File: config.mk
export PLATFORM = sky130hd
export DESIGN_NAME = systolic_feeder
export DESIGN_NICKNAME = d
export VERILOG_FILES = /design/src/rtl/systolic_feeder.sv
export SDC_FILE = /design/constraint.sdc
export NUM_CORES = 1
export LEC_CHECK = 0
export ABC_AREA = 0
export CORE_UTILIZATION = 35
export CTS_CLUSTER_DIAMETER = 120
export DETAILED_ROUTE_END_ITERATION = 12
export DONT_BUFFER_PORTS = 1
export PLACE_DENSITY = 0.52
export SLEW_MARGIN = 40
export SYNTH_ARGS = -nofsm -noshare
export SYNTH_HDL_FRONTEND = slang
export SYNTH_SLANG_ARGS = --single-unit
export TNS_END_PERCENT = 1
File: constraint.sdc
create_clock -name clk -period 12.9 [get_ports clk]
set_input_delay 3.225 -clock clk [delete_from_list [all_inputs] [get_ports clk]]
set_output_delay 3.225 -clock clk [all_outputs]
set_load 0.05 [all_outputs]
File: src/rtl/systolic_feeder.sv
// systolic_feeder: buffers one tile of operands (K columns of A, K rows of B)
// and streams them into the row/column edges of an NxN output-stationary
// systolic array with the diagonal skew the array needs, driving the
// per-diagonal done vector and a tile_done pulse.
// Optional build macro: FEEDER_PERF_EN adds perf_cycles / perf_tiles counters.
module systolic_feeder #(
    parameter int unsigned DATA_WIDTH = 8,
    parameter int unsigned ARRAY_SIZE = 4,
    parameter int unsigned DIAG_NUM   = 2*ARRAY_SIZE-1,
    parameter int unsigned K_MAX      = 16,
    parameter int unsigned K_W        = $clog2(K_MAX+1)
) (
    input  logic                             clk,
    input  logic                             rst_n,
    input  logic                             ld_valid,
    output logic                             ld_ready,
    input  logic [DATA_WIDTH*ARRAY_SIZE-1:0] ld_ifm,
    input  logic [DATA_WIDTH*ARRAY_SIZE-1:0] ld_w,
    input  logic                             ld_last,
    output logic [DATA_WIDTH*ARRAY_SIZE-1:0] ifm_out,
    output logic [DATA_WIDTH*ARRAY_SIZE-1:0] w_out,
    output logic [DIAG_NUM-1:0]              done,
    output logic                             busy,
    output logic                             tile_done,
    output logic [K_W-1:0]                   k_len
`ifdef FEEDER_PERF_EN
    ,
    output logic [31:0]                      perf_cycles,
    output logic [15:0]                      perf_tiles
`endif
);

    localparam int unsigned VEC_W   = DATA_WIDTH*ARRAY_SIZE;
    localparam int unsigned SLOT_W  = (K_MAX > 1) ? $clog2(K_MAX) : 1;
    localparam int unsigned T_W     = $clog2(K_MAX + 2*ARRAY_SIZE - 1);
    localparam int unsigned T_EXTRA = 2*ARRAY_SIZE - 2;

    typedef enum logic [1:0] {
        S_IDLE   = 2'd0,
        S_STREAM = 2'd1,
        S_FIN    = 2'd2
    } state_e;

    state_e               state_q, state_d;
    logic [K_W-1:0]       kcnt_q, kcnt_d;
    logic [K_W-1:0]       k_len_q, k_len_d;
    logic [T_W-1:0]       t_q, t_d;
    logic                 wr_en;

    logic [VEC_W-1:0]     ifm_out_q, ifm_out_d;
    logic [VEC_W-1:0]     w_out_q, w_out_d;
    logic [DIAG_NUM-1:0]  done_q, done_d;
    logic                 busy_q, busy_d;
    logic                 tile_done_q, tile_done_d;
    logic                 ld_ready_q, ld_ready_d;

    // Operand storage: slot k holds beat k (A column k, B row k)
    logic [VEC_W-1:0]     ifm_mem [K_MAX];
    logic [VEC_W-1:0]     w_mem   [K_MAX];

    // State and output registers
    always_ff @(posedge clk) begin
        if (!rst_n) begin
            state_q     <= S_IDLE;
            kcnt_q      <= '0;
            k_len_q     <= '0;
            t_q         <= '0;
            ifm_out_q   <= '0;
            w_out_q     <= '0;
            done_q      <= '0;
            busy_q      <= 1'b0;
            tile_done_q <= 1'b0;
            ld_ready_q  <= 1'b1;
        end else begin
            state_q     <= state_d;
            kcnt_q      <= kcnt_d;
            k_len_q     <= k_len_d;
            t_q         <= t_d;
            ifm_out_q   <= ifm_out_d;
            w_out_q     <= w_out_d;
            done_q      <= done_d;
            busy_q      <= busy_d;
            tile_done_q <= tile_done_d;
            ld_ready_q  <= ld_ready_d;
        end
    end

    // Buffer write on each accepted load beat; contents need no reset
    always_ff @(posedge clk) begin
        if (wr_en) begin
            ifm_mem[SLOT_W'(kcnt_q)] <= ld_ifm;
            w_mem[SLOT_W'(kcnt_q)]   <= ld_w;
        end
    end

    // Next-state: load counting in IDLE, stream counter in STREAM
    always_comb begin
        state_d = state_q;
        kcnt_d  = kcnt_q;
        k_len_d = k_len_q;
        t_d     = t_q;
        wr_en   = 1'b0;
        unique case (state_q)
            S_IDLE: begin
                if (ld_valid) begin
                    wr_en  = 1'b1;
                    kcnt_d = kcnt_q + K_W'(1);
                    // A full buffer ends the tile even without ld_last
                    if (ld_last || (kcnt_q == K_W'(K_MAX-1))) begin
                        k_len_d = kcnt_q + K_W'(1);
                        kcnt_d  = '0;
                        t_d     = '0;
                        state_d = S_STREAM;
                    end
                end
            end
            S_STREAM: begin
                if (32'(t_q) == 32'(k_len_q) + T_EXTRA) begin
                    t_d     = '0;
                    state_d = S_FIN;
                end else begin
                    t_d = t_q + T_W'(1);
                end
            end
            S_FIN: begin
                state_d = S_IDLE;
            end
            default: begin
                state_d = S_IDLE;
            end
        endcase
    end

    // Output values for the next cycle, derived from next state and counter
    always_comb begin
        logic [SLOT_W-1:0] slot;
        slot        = '0;
        ifm_out_d   = '0;
        w_out_d     = '0;
        done_d      = '0;
        busy_d      = (state_d != S_IDLE);
        tile_done_d = (state_d == S_FIN);
        ld_ready_d  = (state_d == S_IDLE);
        if (state_d == S_STREAM) begin
            for (int unsigned i = 0; i < ARRAY_SIZE; i++) begin
                if ((32'(t_d) >= i) && ((32'(t_d) - i) < 32'(k_len_d))) begin
                    slot = SLOT_W'(32'(t_d) - i);
                    // Bypass: at t=0 of a K=1 tile, slot 0 is written this same edge
                    if (wr_en && (SLOT_W'(kcnt_q) == slot)) begin
                        ifm_out_d[i*DATA_WIDTH +: DATA_WIDTH] = ld_ifm[i*DATA_WIDTH +: DATA_WIDTH];
                        w_out_d[i*DATA_WIDTH +: DATA_WIDTH]   = ld_w[i*DATA_WIDTH +: DATA_WIDTH];
                    end else begin
                        ifm_out_d[i*DATA_WIDTH +: DATA_WIDTH] = ifm_mem[slot][i*DATA_WIDTH +: DATA_WIDTH];
                        w_out_d[i*DATA_WIDTH +: DATA_WIDTH]   = w_mem[slot][i*DATA_WIDTH +: DATA_WIDTH];
                    end
                end
            end
            for (int unsigned d = 0; d < DIAG_NUM; d++) begin
                done_d[d] = (32'(t_d) >= 32'(k_len_d) + d);
            end
        end else if (state_d == S_FIN) begin
            done_d = '1;
        end
    end

    assign ld_ready  = ld_ready_q;
    assign ifm_out   = ifm_out_q;
    assign w_out     = w_out_q;
    assign done      = done_q;
    assign busy      = busy_q;
    assign tile_done = tile_done_q;
    assign k_len     = k_len_q;

`ifdef FEEDER_PERF_EN
    logic [31:0] perf_cycles_q, perf_cycles_d;
    logic [15:0] perf_tiles_q, perf_tiles_d;

    // Busy-cycle counter saturates; tile counter wraps
    always_comb begin
        perf_cycles_d = perf_cycles_q;
        perf_tiles_d  = perf_tiles_q;
        if (busy_q && (perf_cycles_q != 32'hFFFF_FFFF)) begin
            perf_cycles_d = perf_cycles_q + 32'd1;
        end
        if (tile_done_q) begin
            perf_tiles_d = perf_tiles_q + 16'd1;
        end
    end

    // Performance counter registers, cleared only by reset
    always_ff @(posedge clk) begin
        if (!rst_n) begin
            perf_cycles_q <= '0;
            perf_tiles_q  <= '0;
        end else begin
            perf_cycles_q <= perf_cycles_d;
            perf_tiles_q  <= perf_tiles_d;
        end
    end

    assign perf_cycles = perf_cycles_q;
    assign perf_tiles  = perf_tiles_q;
`endif

endmodule

==> reports/summary.txt <==
Mapped Nets: 2936
Detailed Routing Iterations Pass 1: 7
status: finished clean
first-pass GRT wire length: 166000 um
crit end category: flip-flop
hold_buf cts: 0
routed vias: 24200
wirelength, routed: 114000 um
CTS Buf Count: 115
YS warnings: 0
P_int: 6150 uW
via density per instance: 5.30
slowest CP cell: a21oi_4
delay of the slowest critical-path stage: 0.57 ns
Async SR Flop Fraction: 0
clock skew: 0.0259 ns
max-cap violation count: 0
Max VDD drop: 0.105 mV
core area: 124000 um^2
Synth Register Bits: 1115
post-synth top area cell: edfxtp_1
Setup Buffers After CTS: 0
slew margin rel.: 0.416
DRC errors left: 0
Initial DRC Count: 1997
row cnt: 129
RSZ-0062 raised after global routing: no
final net count: 2958
initial antenna violation count: 3
gr usage total: 0.179
area of the die: 126000 um^2
HP Class: flip-flop to flip-flop
DPL Wire Length: 60000 um
worst-margin pin slew: 0.876 ns
post-route ant nets: 0
dominant cells by area after synthesis: edfxtp_1 70%, nand2_1 4.3%, dfxtp_1 4.2%, mux2i_1 3.6%, mux4_2 3.1%
die width: 355 um
Yosys cell types: 68
largest net degree at the start of global routing: 101
Longest Clk Path Bufs: 3
Resized Gates After CTS: 0
TritonCTS clock tree: yes
share of cells above drive strength 1: 0.123
vias in the first global route: 24400
worst path arrival time: 8.12 ns
fmax: 134 MHz
Mean Syn Cell Area: 15.6 um^2
GRT Residual Overflow: 0
CTS H-tree lvls: 3
clk_lat worst skew: 0.73 ns
Cell Chain, Critical Path: or2_0 -> nand2_1 -> nand2_1 -> a21oi_4 -> inv_2 -> xnor2_2 -> buf_4 -> clkinv_2 -> ha_1 -> o21a_1 -> o21ai_0 -> nand2b_1 -> a2111oi_2 -> nand2_2 -> o22ai_1
Gate power share: 0.047
I/O pins: 147
count leader, synth: edfxtp_1
CP dominant cell by count: nand2_1
Syn-to-layout area delta: 13.8%
# setup viols final: 0
critical path peak fanout: 31
Min Clock Period, post-route: 7.49 ns
Worst Path Required: 13.53 ns
Cells after Synth: 2805
power per cell area: 157 nW/um^2
kind of critical path: input port to flip-flop
Post-Synthesis Cell Area: 43600 um^2
Wirelength per Cell: 24.9 um
Root Buffer: clkbuf_16
Die Ht: 355 um
Leak: 0.0162 uW
post-route clock period utilization: 0.581
register area share after synthesis: 0.747
CTS Sinks: 1115
Hold Violations, Final: 0
Synth Flop Type: edfxtp_1
Setup TNS: 0 ns
crit path launch type: input port
Pins Over Slew Limit: 0
Seq pwr share: 0.512
gpl congestion: 0.771
Synth top area share: 0.705
cell family with most CP delay: compound AO/OA/AOI/OAI gates
Min Hold Slack: 0.534 ns
clock slew seen by the registers of the worst setup and hold paths: 0.06 ns
Sw Pwr: 1650 uW
Initial Util: 0.353
Port Buf Inserts: 0
Post-synth EDFFs: 1024
WP buf/inv: 3
switch share: 0.212
commonest cells in the netlist: 1024 x edfxtp_1, 498 x nand2_1, 158 x mux2i_1, 146 x a21oi_1, 140 x nand3_1
Clk pwr share: 0.441
per-stage QoR:
stage | instance area (um^2) | total power, uW | util | setup slack, ns | std cells
2_1_floorplan | 43600 | 4340 | - | 4.25 | 2805
3_3_place_gp | 45400 | 4440 | 0.367 | 3.96 | 4340
3_5_place_dp | 45700 | 4440 | 0.369 | 4.59 | 4347
4_1_cts | 49600 | 7890 | 0.401 | 5.35 | 4561
5_1_grt | 49600 | 8060 | 0.401 | 4.97 | 4561
6_report | 49600 | 7800 | 0.401 | 5.41 | 4563
final cells by class:
type | count | area (um^2)
clock buffers | 142 | 3050
repair buffers | 58 | 586
diodes | 2 | 5.00
clock inverters | 72 | 885
flip-flops and latches | 1115 | 32600
well taps | 1637 | 2050
multi-input cells | 1508 | 10400
fillers | 11200 | 74000
inverters | 29 | 123
routing by layer:
layer | GRT usage | wire, um | share of wire
met1 | 0.236 | 49100 | 0.43
met2 | 0.297 | 55000 | 0.48
met3 | 0.0387 | 7080 | 0.062
met4 | 0.0529 | 2490 | 0.022
met5 | 0 | 20 | 0.00018
registers in the layout, indices dropped and copies added (netlist names):
register	count
kcnt_q	5
ld_ready	1
k_len	5
ifm_out	32
busy	1
w_mem	512
ifm_mem	512
tile_done	1
state_q	2
done	7
t_q	5
w_out	32
power by group through the flow:
stage          sequential [uW]  combinational [uW]  clock (uW)
3_3_place_gp              4070                 371           0
3_5_place_dp              4070                 373           0
6_report                  3990                 370        3440
5_1_grt                   3990                 403        3660
2_1_floorplan             4070                 274           0
4_1_cts                   3990                 375        3520
cells in the final DEF (no fill, tap or decap), types with 23 or more instances in the layout:
cell type     n
a21oi_1     146
a221oi_1     32
a32oi_1      36
buf_4        33
clkbuf_16   116
dfxtp_1      91
edfxtp_1   1024
ha_1         63
inv_1        23
mux2i_1     158
mux4_2       60
nand2_1     495
nand3_1     136
nand4_1      32
o21ai_0      30
o22ai_1      89
logic make-up (layout without fill, tap and decap cells):
group,count (synthesis),count (layout),share of synthesized area
other cells,0,2,0
simple gates,793,793,0.0803
fa+ha+maj,63,63,0.0181
buf+inv,182,301,0.0201
compound gates,402,402,0.0610
mux,219,219,0.0675
xor+xnor,31,31,0.00640
flops,1115,1115,0.747
worst paths after layout:
check                 start          end  slack, ns  depth (start not counted)
setup / recovery    ld_last  ifm_out[25]       5.41                         15
hold / removal    kcnt_q[4]    kcnt_q[4]       0.53                          2
setup reg to reg   k_len[1]     w_out[8]       6.51                         19
hold reg to reg   kcnt_q[4]    kcnt_q[4]       0.53                          2
worst min-delay path, cell delays in order, from the launching register on:
cell and delay [ns]:
dfxtp_1 0.31, a21oi_1 0.12, nor2b_1 0.05
(Power assumes the default switching activity.)
